===== config.mk =====
export PLATFORM = sky130hd
export DESIGN_NAME = alu_exec_unit_flat
export DESIGN_NICKNAME = d
export VERILOG_FILES = /design/src/rtl/alu_exec_unit_if.sv /design/src/rtl/alu_exec_unit.sv /design/src/flat_wrapper.sv
export SDC_FILE = /design/constraint.sdc
export NUM_CORES = 1
export LEC_CHECK = 0
export ABC_AREA = 1
export ABC_CLOCK_PERIOD_IN_PS = 4800
export BUFFER_PORTS_ARGS = -buffer_cell sky130_fd_sc_hd__buf_4
export CAP_MARGIN = 20
export CORE_MARGIN = 3
export CORE_UTILIZATION = 57
export CTS_CLUSTER_DIAMETER = 30
export DETAILED_ROUTE_END_ITERATION = 10
export GPL_TIMING_DRIVEN = 0
export PLACE_DENSITY = 0.77
export SLEW_MARGIN = 20
export SYNTH_ARGS = -nofsm -noshare
export SYNTH_HDL_FRONTEND = slang
export SYNTH_SLANG_ARGS = --single-unit

===== constraint.sdc =====
create_clock -name clk -period 4.8 [get_ports clk]
set_clock_uncertainty 0.2 [all_clocks]
set_input_delay 1.44 -clock clk [delete_from_list [all_inputs] [get_ports clk]]
set_output_delay 1.44 -clock clk [all_outputs]
set_load 0.05 [all_outputs]

===== src/rtl/alu_exec_unit_if.sv =====
// Sequencer handshake plus register-group port bundle for the execute stage.
// The slave side is the execute unit; the master side is its environment.
interface alu_exec_unit_if #(
  parameter int WIDTH = 8
);
  logic             start;
  logic [3:0]       op;
  logic [1:0]       rs;
  logic [1:0]       rd;
  logic [WIDTH-1:0] s_in;
  logic [WIDTH-1:0] d_in;
  logic [1:0]       sr;
  logic [1:0]       dr;
  logic             we;
  logic [WIDTH-1:0] wdata;
  logic             busy;
  logic             done;
  logic             flag_c;
  logic             flag_z;

  modport master (
    output start, op, rs, rd, s_in, d_in,
    input  sr, dr, we, wdata, busy, done, flag_c, flag_z
  );

  modport slave (
    input  start, op, rs, rd, s_in, d_in,
    output sr, dr, we, wdata, busy, done, flag_c, flag_z
  );
endinterface


===== src/rtl/alu_exec_unit.sv =====
// Multicycle execute stage: reads two registers, computes (or shift-add
// multiplies), writes back to rd and updates the C/Z flags.
//
// state | meaning
// IDLE  | waiting for start; sr/dr hold the last latched selects
// READ  | selects driven, operands captured at the posedge
// EXEC  | single-cycle result registered, or multiply setup
// MUL   | one shift-add step per cycle, MUL_STEPS cycles
// WB    | write back when the op writes; flags committed on exit
module alu_exec_unit #(
  parameter int WIDTH     = 8,
  parameter int MUL_STEPS = 8
) (
  input  logic           clk,
  input  logic           rst_n,
  alu_exec_unit_if.slave bus
);
  localparam int MCW = $clog2(MUL_STEPS);

  localparam logic [3:0] OP_MOV = 4'h0;
  localparam logic [3:0] OP_ADD = 4'h1;
  localparam logic [3:0] OP_SUB = 4'h2;
  localparam logic [3:0] OP_AND = 4'h3;
  localparam logic [3:0] OP_OR  = 4'h4;
  localparam logic [3:0] OP_XOR = 4'h5;
  localparam logic [3:0] OP_NOT = 4'h6;
  localparam logic [3:0] OP_SHL = 4'h7;
  localparam logic [3:0] OP_SHR = 4'h8;
  localparam logic [3:0] OP_INC = 4'h9;
  localparam logic [3:0] OP_DEC = 4'hA;
  localparam logic [3:0] OP_MUL = 4'hB;
  localparam logic [3:0] OP_CMP = 4'hC;

  typedef enum logic [2:0] {IDLE, READ, EXEC, MUL, WB} state_t;

  state_t             state, state_nx;
  logic [3:0]         op_q;
  logic [1:0]         sr_q, dr_q;
  logic [WIDTH-1:0]   a_q, b_q, res_q;
  logic [2*WIDTH-1:0] acc_q, acc_nx;
  logic [MCW-1:0]     mcnt_q;
  logic               c_nx_q, z_nx_q;
  logic               flag_c_q, flag_z_q, done_q;
  logic               we_c;
  logic [WIDTH-1:0]   alu_res;
  logic               alu_c;
  logic               op_writes, op_nop, mul_last;

  assign op_writes = (op_q <= OP_MUL);
  assign op_nop    = (op_q > OP_CMP);
  assign mul_last  = (mcnt_q == MCW'(MUL_STEPS - 1));
  assign acc_nx    = acc_q + (b_q[mcnt_q] ? ({{WIDTH{1'b0}}, a_q} << mcnt_q) : '0);

  always_ff @(posedge clk or negedge rst_n) begin
    if (!rst_n) state <= IDLE;
    else        state <= state_nx;
  end

  always_comb begin
    state_nx = state;
    we_c     = 1'b0;
    unique case (state)
      IDLE: if (bus.start) state_nx = READ;
      READ: state_nx = EXEC;
      EXEC: state_nx = (op_q == OP_MUL) ? MUL : WB;
      MUL:  if (mul_last) state_nx = WB;
      WB: begin
        we_c     = op_writes;
        state_nx = IDLE;
      end
      default: state_nx = IDLE;
    endcase
  end

  always_comb begin
    alu_res = '0;
    alu_c   = 1'b0;
    unique case (op_q)
      OP_MOV: alu_res = b_q;
      OP_ADD: {alu_c, alu_res} = {1'b0, a_q} + {1'b0, b_q};
      OP_SUB, OP_CMP: begin
        alu_res = a_q - b_q;
        alu_c   = (a_q < b_q);
      end
      OP_AND: alu_res = a_q & b_q;
      OP_OR:  alu_res = a_q | b_q;
      OP_XOR: alu_res = a_q ^ b_q;
      OP_NOT: alu_res = ~a_q;
      OP_SHL: begin
        alu_res = a_q << 1;
        alu_c   = a_q[WIDTH-1];
      end
      OP_SHR: begin
        alu_res = a_q >> 1;
        alu_c   = a_q[0];
      end
      OP_INC: begin
        alu_res = a_q + 1'b1;
        alu_c   = &a_q;
      end
      OP_DEC: begin
        alu_res = a_q - 1'b1;
        alu_c   = ~|a_q;
      end
      default: begin
        alu_res = '0;
        alu_c   = 1'b0;
      end
    endcase
  end

  // Pending flags are held in c_nx_q/z_nx_q so C/Z only move on the WB exit edge.
  always_ff @(posedge clk or negedge rst_n) begin
    if (!rst_n) begin
      op_q     <= '0;
      sr_q     <= '0;
      dr_q     <= '0;
      a_q      <= '0;
      b_q      <= '0;
      res_q    <= '0;
      acc_q    <= '0;
      mcnt_q   <= '0;
      c_nx_q   <= 1'b0;
      z_nx_q   <= 1'b0;
      flag_c_q <= 1'b0;
      flag_z_q <= 1'b0;
      done_q   <= 1'b0;
    end else begin
      done_q <= 1'b0;
      unique case (state)
        IDLE: if (bus.start) begin
          op_q <= bus.op;
          sr_q <= bus.rs;
          dr_q <= bus.rd;
        end
        READ: begin
          a_q <= bus.d_in;
          b_q <= bus.s_in;
        end
        EXEC: if (op_q == OP_MUL) begin
          acc_q  <= '0;
          mcnt_q <= '0;
        end else begin
          res_q  <= alu_res;
          c_nx_q <= alu_c;
          z_nx_q <= (alu_res == '0);
        end
        MUL: begin
          acc_q  <= acc_nx;
          mcnt_q <= mcnt_q + 1'b1;
          if (mul_last) begin
            res_q  <= acc_nx[WIDTH-1:0];
            c_nx_q <= |acc_nx[2*WIDTH-1:WIDTH];
            z_nx_q <= (acc_nx[WIDTH-1:0] == '0);
          end
        end
        WB: begin
          done_q <= 1'b1;
          if (!op_nop) begin
            flag_c_q <= c_nx_q;
            flag_z_q <= z_nx_q;
          end
        end
        default: ;
      endcase
    end
  end

  assign bus.sr     = sr_q;
  assign bus.dr     = dr_q;
  assign bus.we     = we_c;
  assign bus.wdata  = res_q;
  assign bus.busy   = (state != IDLE);
  assign bus.done   = done_q;
  assign bus.flag_c = flag_c_q;
  assign bus.flag_z = flag_z_q;
endmodule


===== src/flat_wrapper.sv =====
// flat-port wrapper written by rule: the top's interface ports become plain ports
module alu_exec_unit_flat 
#(
  parameter int WIDTH     = 8,
  parameter int MUL_STEPS = 8
)
  (clk, rst_n, bus_start, bus_op, bus_rs, bus_rd, bus_s_in, bus_d_in, bus_sr, bus_dr, bus_we, bus_wdata, bus_busy, bus_done, bus_flag_c, bus_flag_z);
  alu_exec_unit_if #(.WIDTH(WIDTH)) bus_i ();
  input  logic clk;
  input  logic rst_n;
  input wire logic [$bits(bus_i.start)-1:0] bus_start;
  input wire logic [$bits(bus_i.op)-1:0] bus_op;
  input wire logic [$bits(bus_i.rs)-1:0] bus_rs;
  input wire logic [$bits(bus_i.rd)-1:0] bus_rd;
  input wire logic [$bits(bus_i.s_in)-1:0] bus_s_in;
  input wire logic [$bits(bus_i.d_in)-1:0] bus_d_in;
  output wire logic [$bits(bus_i.sr)-1:0] bus_sr;
  output wire logic [$bits(bus_i.dr)-1:0] bus_dr;
  output wire logic [$bits(bus_i.we)-1:0] bus_we;
  output wire logic [$bits(bus_i.wdata)-1:0] bus_wdata;
  output wire logic [$bits(bus_i.busy)-1:0] bus_busy;
  output wire logic [$bits(bus_i.done)-1:0] bus_done;
  output wire logic [$bits(bus_i.flag_c)-1:0] bus_flag_c;
  output wire logic [$bits(bus_i.flag_z)-1:0] bus_flag_z;
  assign bus_i.start = bus_start;
  assign bus_i.op = bus_op;
  assign bus_i.rs = bus_rs;
  assign bus_i.rd = bus_rd;
  assign bus_i.s_in = bus_s_in;
  assign bus_i.d_in = bus_d_in;
  assign bus_sr = bus_i.sr;
  assign bus_dr = bus_i.dr;
  assign bus_we = bus_i.we;
  assign bus_wdata = bus_i.wdata;
  assign bus_busy = bus_i.busy;
  assign bus_done = bus_i.done;
  assign bus_flag_c = bus_i.flag_c;
  assign bus_flag_z = bus_i.flag_z;
  alu_exec_unit #(.WIDTH(WIDTH), .MUL_STEPS(MUL_STEPS)) u_core (.clk(clk), .rst_n(rst_n), .bus(bus_i));
endmodule

After elaboration in Yosys (flattened, before gate mapping)
Index checks and enable logic that the tools add are counted.
{"block": "totals", "register_bits": 59, "in_bits": 27, "word_cells": 91}
{"block": "classes", "n_addsub": 6, "n_lt_le_gt_ge": 4, "n_eq_ne": 21, "shift": 1, "n_mux": 24, "bitwise_logic": 5, "reduce_logical": 16}
{"cell": "8-bit case mux with 11 select lines", "count": 1}
{"cell": "16-bit 2-to-1 mux", "count": 2}
{"cell": "16-bit case mux with 2 select lines", "count": 1}
{"cell": "4-bit equality test, second input constant", "count": 5}
{"cell": "16-bit adder", "count": 1}
{"cell": "4-bit by 3-bit equality test with 1-bit output, second input constant", "count": 4}
{"cell": "8-bit logical NOT", "count": 2}
{"cell": "8-bit 2-to-1 mux", "count": 2}
{"cell": "8-bit case mux with 2 select lines", "count": 1}
{"cell": "8-bit OR reduction", "count": 2}
{"cell": "8-bit by 3-bit left shift with 16-bit output", "count": 1}
{"cell": "3-bit 2-to-1 mux", "count": 4}
{"cell": "3-bit case mux with 4 select lines", "count": 1}
{"cell": "8-bit by 8-bit adder with 9-bit output", "count": 1}
{"cell": "8-bit by 1-bit adder with 8-bit output, second input constant", "count": 1}
{"cell": "8-bit bitwise AND", "count": 1}
{"cell": "4-bit by 2-bit equality test with 1-bit output, second input constant", "count": 2}
{"cell": "8-bit < comparator", "count": 1}
{"cell": "8-bit NOT", "count": 1}
{"cell": "8-bit bitwise OR", "count": 1}
{"cell": "2-bit AND reduction", "count": 4}
{"cell": "8-bit AND reduction", "count": 1}
{"cell": "8-bit by 1-bit subtractor with 8-bit output, second input constant", "count": 1}
{"cell": "8-bit subtractor", "count": 1}
{"cell": "other kinds (24)", "count": 35}

Depth between registers and ports, before layout
{"block": "logic_depth", "ltp_word": 7, "depth_mapped": 23}

Least setup slack after synthesis
No wires, ideal clock.
{"block": "synth_timing", "path_type": "register to output", "from": "reg u_core.op_q[2]", "to": "out bus_we", "arrival_ns": 2.016, "required_time_ns": 3.160, "path_slack_ns": 1.144, "path_stages_with_launch": 4, "cell_sequence": "dfrtp_1 > nand2_1 > inv_1 > nor4_1"}
{"block": "synth_via", "elab_chain_cells": 2}
{"item": "from (decl)", "line": "alu_exec_unit.sv:37", "source": "logic [3:0] op_q;"}
{"item": "from (signal assigned)", "line": "alu_exec_unit.sv:132", "source": "op_q <= bus.op;"}
{"item": "4-bit <= comparator", "line": "alu_exec_unit.sv:49", "source": "assign op_writes = (op_q <= OP_MUL);"}
{"item": "1-bit 2-to-1 mux", "line": "alu_exec_unit.sv:62", "source": "unique case (state)"}
{"item": "to (decl)", "line": "flat_wrapper.sv:19", "source": "output wire logic [$bits(bus_i.we)-1:0] bus_we;"}
No other way between the ends.

Worst setup path in the final report
{"block": "layout_timing", "from": "reg u_core.mcnt_q[0]", "to": "reg u_core.c_nx_q"}
{"block": "layout_via", "elab_chain_cells": 7}
{"item": "from (decl)", "line": "alu_exec_unit.sv:41", "source": "logic [MCW-1:0] mcnt_q;"}
{"item": "from (signal assigned)", "line": "alu_exec_unit.sv:150", "source": "mcnt_q <= mcnt_q + 1'b1;"}
{"item": "1-bit binary-select mux with 3-bit select", "line": "alu_exec_unit.sv:52", "source": "assign acc_nx = acc_q + (b_q[mcnt_q] ? ({{WIDTH{1'b0}}, a_q} << mcnt_q) : '0);"}
{"item": "1-bit 2-to-1 mux (implied by the code)", "line": "alu_exec_unit.sv:52"}
{"item": "16-bit 2-to-1 mux", "line": "alu_exec_unit.sv:52"}
{"item": "16-bit adder", "line": "alu_exec_unit.sv:52"}
{"item": "8-bit OR reduction", "line": "alu_exec_unit.sv:153", "source": "c_nx_q <= |acc_nx[2*WIDTH-1:WIDTH];"}
{"item": "1-bit 2-to-1 mux", "line": "alu_exec_unit.sv:151", "source": "if (mul_last) begin"}
{"item": "1-bit case mux with 2 select lines", "line": "alu_exec_unit.sv:130", "source": "unique case (state)"}
{"item": "to (signal assigned)", "line": "alu_exec_unit.sv:145", "source": "c_nx_q <= alu_c;"}
{"item": "to (signal assigned)", "line": "alu_exec_unit.sv:153"}
{"item": "to (decl)", "line": "alu_exec_unit.sv:42", "source": "logic c_nx_q, z_nx_q;"}
Parallel ways exist; a longest one is shown, timed or not. The select of a mux whose other input is x is not followed.
A chain may end at the register's enable or synchronous reset.

==> reports/qor.csv <==
stage;metric;value;unit
status;status;finished clean;
sta;unrepaired setup endpoints after global routing;false;
setup_path;critical path data arrival time;4.16;ns
yosys;Synth area leaders;dfrtp_1 28%, nand2_1 15%, ha_1 9.9%;
yosys;Synth Net Count;872;
sta;Worst Tran Pin Value;0.754;ns
route;DRT antenna net count;0;
sta;period utilization;85.9;%
placement;DP HPWL;12600;µm
placement;dpl ws;0.861;ns
setup_path;CP most frequent cell;o21ai_0;
clock_network;CTS tree;built;
global_routing;initial antenna violation count;0;
yosys;Mean Syn Cell Area;6.63;µm²
cells_and_area;Fill cells;787;
clock_network;# hold bufs at CTS;0;
route;DR vias;5746;
yosys;adder-cell share of the synthesized area;11.0;%
yosys;mapped cell area;5300;µm²
sta;Final Hold Fails;0;
placement;port buffer count;43;
die;Initial Utilization;59.7;%
route;DRC Markers;0;
sta;Worst slew margin;49.8;%
placement;GP Congestion;0.996;
yosys;largest family of logic cells by synthesized area;simple AND/OR/NAND/NOR gates;
yosys;share of the synthesized area in the top cell type;27.8;%
setup_path;cell family with most CP delay;compound AO/OA/AOI/OAI gates;
setup_path;CP bufs+invs;3;
cells_and_area;fin nets;926;
yosys;ys async rst share;100;%
yosys;Synth Area in Compound Gates;16.3;%
job;Max-Cap Viols;0;
yosys;most frequent cell after synthesis;nand2_1;
global_routing;largest net degree at the start of global routing;60;
setup_path;crit path cell chain;clkbuf_1 -> clkbuf_1 -> o21ai_0 -> mux2i_1 -> nor2_1 -> o21ai_0 -> inv_1 -> ha_1 -> a21oi_1 -> a21boi_0 -> o21ai_0 -> and2_1 -> o21bai_1 -> nand3_1 -> nor2_1 -> nand3_1 -> nand2_1 -> nand2_1;
yosys;cell count after synthesis;800;
clock_network;maximum clock path buffer count;2;
global_routing;vias in the first global route;5350;
die;cell row count;34;
die;DIE AREA;10500;µm²
die;die height;102;µm
route;WL final;16600;µm
clock_network;Reg clk slew, reported paths;0.08;ns
global_routing;global-route wire length before repair;26900;µm
setup_path;WP data required;4.84;ns
global_routing;Tot GR Track Use;33.0;%
yosys;simple-gate share of the synthesized area;33.8;%
sta;setup violators final;0;
cells_and_area;fraction of layout cells with a size suffix above 1;10.5;%
die;Die Wd;102;µm
clock_network;clk sink count;59;
yosys;Seq/Total Area, Yosys;27.8;%
clock_network;Setup Buffers After CTS;0;
cells_and_area;area delta synth->final;13.3;%
setup_path;Crit-path slowest cell;a21boi_0;
sta;Slew Limit Fails;0;
setup_path;Max stage delay on crit path;0.41;ns
yosys;ys flop type;dfrtp_1;
clock_network;htree depth;3;
setup_path;startpoint types;flip-flop;
clock_network;CTS resizes;0;
yosys;Synth Area in XOR/XNOR;2.15;%
yosys;mux share of post-synthesis cell area;1.25;%
die;# IOs;44;
route;routed length per placed instance;17.2;µm
min_path;Worst Hold Class;flip-flop to flip-flop;
sta;Max Freq;243;MHz
cells_and_area;Antenna Cells;0;
yosys;largest area contributor in the synthesized netlist;dfrtp_1;
yosys;Post-synth EDFFs;0;
clock_network;clk_lat worst skew;0.35;ns
clock_network;CTS buffer count;9;
die;core area;8890;µm²
yosys;Cell variety after synth;44;
setup_path;CP Max Fanout;10;
route;Via density;5.94;
clock_network;root buffer cell;clkbuf_8;
yosys;Commonest cells post-synth;205 x nand2_1, 93 x nor2_1, 84 x inv_1, 74 x nand3_1, 65 x o21ai_0;
sta;setup TNS;0;ns
route;number of DRC markers in iteration 0;579;
sta;fin worst setup slack;0.679;ns
yosys;Yosys reg bits;59;
setup_path;Worst setup EP type;flip-flop;
setup_path;Crit Path Class;flip-flop to flip-flop;
global_routing;Remaining Overflow, GRT;0;
sta;fin crit period;4.12;ns
yosys;Yosys Warn Count;0;
route;TritonRoute pass-1 iters;9;
==> per-stage QoR <==
| step | util, % | hold WS (ns) | instance area (µm²) | instances |
|---|---|---|---|---|
| global placement | 64.8 | 0.262 | 5760 | 951 |
| global route | 67.6 | 0.327 | 6010 | 967 |
| detailed placement | 64.8 | 0.270 | 5760 | 951 |
| CTS | 67.6 | 0.292 | 6010 | 967 |
| finish | 67.6 | 0.287 | 6010 | 967 |
| floorplan | - | 0.245 | 5300 | 800 |
==> cells by family after synthesis <==
logic type | Yosys count
AO/OA/AOI/OAI | 152
flip-flops | 59
AND/OR/NAND/NOR | 419
buffers and inverters | 106
XOR/XNOR | 13
adder cells (fa/ha/maj) | 45
multiplexers | 6
==> layout make-up <==
type | instances | area (µm²) | area share, %
clock inverters | 7 | 124 | 2.06
repair buffers | 43 | 323 | 5.37
inverters | 88 | 330 | 5.50
plain buffers | 18 | 76.3 | 1.27
flip-flops and latches | 59 | 1480 | 24.6
clock buffers | 9 | 124 | 2.06
well taps | 108 | 135 | 2.25
multi-input cells | 635 | 3420 | 56.9
==> worst reg2reg max path: cells and delay by family (launching register included) <==
family | cells | cell delay (ns)
AOI/OAI and AO/OA | 6 | 1.36
buffers and inverters | 3 | 0.73
DFF | 1 | 0.37
muxes | 1 | 0.25
and+or+nand+nor | 7 | 0.77
adders and majority gates | 1 | 0.34
==> worst paths after layout <==
check | startpoint | slack [ns] | depth (start not counted) | endpoint
min reg2reg | u_core.c_nx_q | 0.29 | 2 | u_core.c_nx_q
max in group asynchronous | rst_n | 2.93 | 1 | u_core.b_q[0]
max | u_core.mcnt_q[0] | 0.68 | 18 | u_core.c_nx_q
min in group asynchronous | rst_n | 0.95 | 1 | u_core.bus.wdata[6]
max reg2reg | u_core.mcnt_q[0] | 0.68 | 18 | u_core.c_nx_q
min | u_core.c_nx_q | 0.29 | 2 | u_core.c_nx_q
==> state kept, by name, indices dropped and copies added (netlist names), 3 cells and up <==
name and flops:
u_core.a_q 8, u_core.op_q 4, u_core.b_q 8, u_core.mcnt_q 3, u_core.acc_q 16, u_core.state 3, u_core.bus.wdata 8
==> cell usage in the layout (no fill, tap or decap), types with 13 or more instances in the layout <==
cell type	instances
nor3_1	13
nand3_1	74
buf_4	43
clkbuf_1	16
nand2_1	205
a21oi_1	48
inv_1	84
o21ai_0	65
ha_1	42
nor2_1	93
dfrtp_1	59
==> routing by layer <==
layer	GRT usage (%)	vias up	routed length, µm	part of all wire (%)
li1	-	2738	-	-
met4	8.48	0	339	2.0
met5	0	-	0	0
met3	7.51	31	1860	11
met2	49.0	319	7070	43
met1	48.4	2658	7340	44
Power is not shown: default switching activity piles up to over one toggle a cycle in this logic, so the estimate is an artifact.
